**src/rtl/full_tree_adder_pkg.sv**
```systemverilog
// Shared helpers for the Kogge-Stone adder.
//   num_stages(n): number of prefix-tree levels, ceil(log2(n)), for n >= 2.
package full_tree_adder_pkg;

    function automatic int num_stages(input int n);
        int s;
        s = 0;
        for (int k = 0; k < 31; k++) begin
            if ((1 << s) < n) s = s + 1;
        end
        return s;
    endfunction

endpackage

```
**src/rtl/full_tree_adder_pg_black_cell.sv**
```systemverilog
// Prefix-tree black cell: merges a high (gh, ph) group with the adjacent
// low (gl, pl) group into one combined generate/propagate pair.
//   gh_i, ph_i : generate/propagate of the upper group
//   gl_i, pl_i : generate/propagate of the lower group
//   g_o, p_o   : combined generate/propagate
module pg_black_cell (
    input  logic gh_i,
    input  logic ph_i,
    input  logic gl_i,
    input  logic pl_i,
    output logic g_o,
    output logic p_o
);

    assign g_o = gh_i | (ph_i & gl_i);
    assign p_o = ph_i & pl_i;

endmodule

```
**src/rtl/full_tree_adder.sv**
```systemverilog
// N_BIT-wide adder built as a valence-2 Kogge-Stone parallel-prefix tree.
// Purely combinational; clk/rst_n are present only for interface uniformity.
//   clk, rst_n          : unused by the datapath
//   operand_1/operand_2 : addends A and B
//   carry_in            : carry into bit 0
//   sum                 : (A + B + carry_in) mod 2^N_BIT
//   carry_out           : carry out of the MSB (unsigned overflow)
//   overflow            : signed two's-complement overflow
module full_tree_adder
    import full_tree_adder_pkg::*;
#(
    parameter int N_BIT = 64
) (
    input  logic             clk,
    input  logic             rst_n,
    input  logic [N_BIT-1:0] operand_1,
    input  logic [N_BIT-1:0] operand_2,
    input  logic             carry_in,
    output logic [N_BIT-1:0] sum,
    output logic             carry_out,
    output logic             overflow
);

    localparam int STAGES = num_stages(N_BIT);

    // Row 0 holds the per-bit pre-processing; row k+1 is the output of level k.
    logic [STAGES:0][N_BIT-1:0] g_t;
    logic [STAGES:0][N_BIT-1:0] p_t;

    logic [N_BIT-1:0] g_pre;
    logic [N_BIT-1:0] p_pre;
    logic [N_BIT-1:0] carry;

    assign p_pre = operand_1 ^ operand_2;

    // Bit 0 folds carry_in into its generate, so the tree output at bit i
    // is directly the carry into bit i+1.
    assign g_pre[0] = (operand_1[0] & operand_2[0]) | (p_pre[0] & carry_in);
    assign g_pre[N_BIT-1:1] = operand_1[N_BIT-1:1] & operand_2[N_BIT-1:1];

    assign g_t[0] = g_pre;
    assign p_t[0] = p_pre;

    for (genvar lvl = 0; lvl < STAGES; lvl++) begin : g_lvl
        localparam int D = 1 << lvl;
        for (genvar i = 0; i < N_BIT; i++) begin : g_bit
            if (i >= D) begin : g_black
                pg_black_cell u_cell (
                    .gh_i (g_t[lvl][i]),
                    .ph_i (p_t[lvl][i]),
                    .gl_i (g_t[lvl][i-D]),
                    .pl_i (p_t[lvl][i-D]),
                    .g_o  (g_t[lvl+1][i]),
                    .p_o  (p_t[lvl+1][i])
                );
            end else begin : g_buf
                // Bits below the span already hold their complete prefix.
                assign g_t[lvl+1][i] = g_t[lvl][i];
                assign p_t[lvl+1][i] = p_t[lvl][i];
            end
        end
    end

    assign carry     = {g_t[STAGES][N_BIT-2:0], carry_in};
    assign sum       = p_pre ^ carry;
    assign carry_out = g_t[STAGES][N_BIT-1];
    assign overflow  = (operand_1[N_BIT-1] == operand_2[N_BIT-1]) &&
                       (sum[N_BIT-1] != operand_1[N_BIT-1]);

    // Sink for ports and final-row propagates that have no consumer.
    logic unused_ok;
    assign unused_ok = &{1'b0, clk, rst_n, p_t[STAGES]};

endmodule

```
**config.mk**
```make
export PLATFORM = sky130hd
export DESIGN_NAME = full_tree_adder
export DESIGN_NICKNAME = d
export VERILOG_FILES = /design/src/rtl/full_tree_adder_pkg.sv /design/src/rtl/full_tree_adder_pg_black_cell.sv /design/src/rtl/full_tree_adder.sv
export SDC_FILE = /design/constraint.sdc
export NUM_CORES = 1
export LEC_CHECK = 0
export CORE_MARGIN = 3
export CORE_UTILIZATION = 38
export DETAILED_ROUTE_END_ITERATION = 12
export GPL_ROUTABILITY_DRIVEN = 0
export GPL_TIMING_DRIVEN = 1
export PLACE_DENSITY = 0.88
export SLEW_MARGIN = 15
export SYNTH_ARGS = -nofsm -noshare
export SYNTH_HDL_FRONTEND = slang
export SYNTH_SLANG_ARGS = --single-unit
```
**constraint.sdc**
```tcl
create_clock -name vclk -period 5.2
set_input_delay 1.56 -clock vclk [all_inputs]
set_output_delay 1.56 -clock vclk [all_outputs]
set_load 0.005 [all_outputs]
```
==> flow_summary.json, run 1 <==
{
  "status": "aborted with a tool error",
  "stop_stage": "global routing (5_1_grt)",
  "firstError": "[ERROR GRT-0116] Global routing finished with congestion. Check the congestion regions in the DRC Viewer.",
  "track_usage_pct": 65.9,
  "placed_area_um2": 7270,
  "ys_seq_area_share_pct": 0,
  "overflow": 32,
  "start_util_pct": 39.6,
  "yosysTopAreaCell": "ha_1",
  "syn_area_um2": 3690,
  "num_rows": 35,
  "grt_pass1_wl_um": 56000,
  "grt_max_degree": 8,
  "synthTopCellsByArea": "ha_1 21%, a21oi_1 9.6%, xnor2_1 8.5%, a21o_1 5.7%, xor2_1 5.7%",
  "io_pins": 197,
  "synth.distinct_cells": 66,
  "synth_cells": 529,
  "dp_slack_ps": -1400,
  "hold_buffers": 0,
  "hpwlAfterDp_um": 16100,
  "port_buffers": 195,
  "die_h_um": 105,
  "yosysTopAreaCellShare_pct": 21.3,
  "grt_pass1_vias": 9127,
  "syn-num-nets": 725,
  "avgSynthCellArea_um2": 6.98,
  "yosysMostFrequentCell": "a21oi_1",
  "yosys_warnings": 0,
  "die_w_um": 105,
  "synth_commonest_cells": "71 x a21oi_1, 63 x ha_1, 53 x nand2_1"
}
-- timing repair --
item / CTS
endpoints found under the setup margin: 62
gates resized for setup: 568
buffers inserted: 72
pin swaps: 153
-- cells by family after synthesis --
| logic type | Yosys count | synth area share [%] |
|---|---|---|
| AND/OR/NAND/NOR | 169 | 23.3 |
| AO/OA/AOI/OAI | 205 | 35.7 |
| buffers and inverters | 30 | 4.33 |
| adder cells (fa/ha/maj) | 65 | 22.4 |
| XOR/XNOR | 60 | 14.2 |
-- stage by stage --
step | std cells | util (%)
4_1_cts | 1101 | 92.8
3_5_place_dp | 1031 | 77.9
3_3_place_gp | 1031 | 77.9
2_1_floorplan | 529 | -
-- layer usage --
layer | global-route usage (%) | overflow
met1 | 64.3 | 0
met2 | 86.8 | 18
met3 | 46.8 | 1
met4 | 66.4 | 13
met5 | 15.7 | 0
==> run 2, diff against run 1 <==
--- a/config.mk
+++ b/config.mk
@@ -6,11 +6,11 @@
 export NUM_CORES = 1
 export LEC_CHECK = 0
 export CORE_MARGIN = 3
-export CORE_UTILIZATION = 38
+export CORE_UTILIZATION = 30
 export DETAILED_ROUTE_END_ITERATION = 12
 export GPL_ROUTABILITY_DRIVEN = 0
 export GPL_TIMING_DRIVEN = 1
-export PLACE_DENSITY = 0.88
+export PLACE_DENSITY_LB_ADDON = 0.15
 export SLEW_MARGIN = 15
 export SYNTH_ARGS = -nofsm -noshare
 export SYNTH_HDL_FRONTEND = slang
==> constraint.sdc (replaced) <==
create_clock -name vclk -period 6.8
set_input_delay 2.04 -clock vclk [all_inputs]
set_output_delay 2.04 -clock vclk [all_outputs]
set_load 0.005 [all_outputs]
==> flow_summary.json, run 2 <==
{
  "p_leak_nw": 4.04,
  "max_freq_mhz": 147,
  "yosysTopAreaCell": "ha_1",
  "io_pins": 197,
  "rsz0062_at_grt": "yes",
  "avgSynthCellArea_um2": 6.98,
  "nClkBuffers": 0,
  "relSlewSlack_pct": 63.6,
  "wl_per_cell_um": 16.8,
  "worstSetupPathType": "in2out",
  "die_w_um": 117,
  "dp_slack_ps": -845,
  "yosys_warnings": 0,
  "grt_pass1_vias": 5723,
  "min_period_ps": 6800,
  "grt_pass1_wl_um": 25800,
  "setup_viol": 1,
  "whs_path_depth": 5,
  "num_rows": 39,
  "coreArea_um2": 11700,
  "syn_area_um2": 3690,
  "hpwlAfterDp_um": 13200,
  "drive_gt1_share_pct": 44.4,
  "end_kind": "primary output",
  "area.sequential_um2": 0,
  "overflow": 0,
  "fin_crit_sh_pct": 100,
  "die_area_um2": 13700,
  "synth.distinct_cells": 66,
  "tightest_slew_ps": 539,
  "drtAntennaViolNets": 0,
  "ys_seq_area_share_pct": 0,
  "synth_commonest_cells": "71 x a21oi_1, 63 x ha_1, 53 x nand2_1",
  "drt_iter0_markers": 296,
  "grt_max_degree": 8,
  "setup_ws_ps": -4.48,
  "cp_max_fo": 3,
  "track_usage_pct": 22.6,
  "synth_cells": 529,
  "yosysTopAreaCellShare_pct": 21.3,
  "critPathLaunchType": "primary input",
  "wl_um": 17900,
  "vdd.ir_drop.worst_uv": 63.1,
  "layout_commonest_cell": "buf_4",
  "drc_errors": 0,
  "seq_cells": 0,
  "worstPathRequired_ps": 4760,
  "hold_class": "in2out",
  "syn-num-nets": 725,
  "fillers": 938,
  "via_per_inst": 5.33,
  "max_cap_violations": 0,
  "powerDensity_nw_per_um2": 107,
  "die_h_um": 117,
  "hold_viol_final": 0,
  "drt_pass1_iterations": 5,
  "port_buffers": 195,
  "worst_ep_arrival_time_ps": 4760,
  "yosysMostFrequentCell": "a21oi_1",
  "violations": "setup timing",
  "synthTopCellsByArea": "ha_1 21%, a21oi_1 9.6%, xnor2_1 8.5%, a21o_1 5.7%, xor2_1 5.7%",
  "dr_total_vias": 5653,
  "nets": 1114,
  "areaGrowthSynthToFinish_pct": 125,
  "finalPower_mw": 0.885,
  "layout_common_cells": "198 x buf_4, 71 x clkdlybuf4s50_1, 48 x nand2_1",
  "grt_antenna_before_repair": 1,
  "slew_viol_final": 0,
  "status": "complete, but fails checks",
  "start_util_pct": 31.5
}
==> run 2: path summary, 6_finish.rpt <==
| kind | slack [ps] | from | end |
|---|---|---|---|
| min | 4560 | operand_2[16] | sum[17] |
| max | -4 | operand_2[24] | overflow |
==> run 2: report_power, final <==
group | switching [mW] | internal (mW)
combinational | 0.391 | 0.494
clock | 0 | 0.0000000393
sequential | 0 | 0
total | 0.391 | 0.494
==> run 2: per-stage QoR <==
stage | TNS (ps) | hold slack (ps) | instance area, um2 | util, % | instances
final | -4.48 | 4560 | 8300 | 70.9 | 1061
after global placement | -24650 | 5190 | 6980 | 59.6 | 1019
after CTS | -86.9 | 4830 | 7640 | 65.3 | 1033
after floorplan | 0 | 4140 | 3690 | - | 529
after detailed placement | -25780 | 5190 | 6980 | 59.6 | 1019
after global routing | -323 | 4590 | 8300 | 70.9 | 1061
==> run 2: kinds of logic (layout without fill, tap and decap cells) <==
group / Yosys count / in the layout / share of synthesized area [%]
adder cells (fa/ha/maj): 65 / 65 / 22.4
AO/OA/AOI/OAI: 205 / 205 / 35.7
buffers and inverters: 30 / 417 / 4.33
other: 0 / 2 / 0
XOR/XNOR: 60 / 60 / 14.2
AND/OR/NAND/NOR: 169 / 169 / 23.3
==> run 2: what timing repair did <==
| item | 4_1_cts | 5_1_grt |
|---|---|---|
| setup endpoints to repair | 52 | 39 |
| resized for setup | 253 | 166 |
| buffers inserted | 14 | 28 |
| pin swaps | 80 | 98 |
| hold buffers | 0 | 0 |
==> run 2: metal layers <==
metal | share of wire (%) | GRT usage, % | vias up
met5 | 0 | 0 | -
met4 | 3.1 | 5.81 | 0
met3 | 5.1 | 2.11 | 47
met2 | 51 | 42.6 | 217
met1 | 41 | 27.2 | 2625
li1 | - | - | 2764
==> run 2: final cells by class <==
cell class | instances | area, um2 | share of cell area [%]
multi-input combinational | 499 | 4610 | 55.5
antenna | 2 | 5.00 | 0.0603
inverter | 14 | 52.6 | 0.633
timing repair buffer | 403 | 3450 | 41.6
tap | 143 | 179 | 2.16
==> run 2: worst max-delay path: stages <==
cell	delay, ps
dlygate4sd2_1	270
ha_4	300
nand4_4	110
buf_4	160
o221ai_2	210
a21o_2	160
a21oi_4	50
o41ai_4	400
nand2_1	100
and3_4	170
buf_6	120
o311a_1	300
a211oi_2	210
buf_2	160
(Power assumes the default switching activity.)
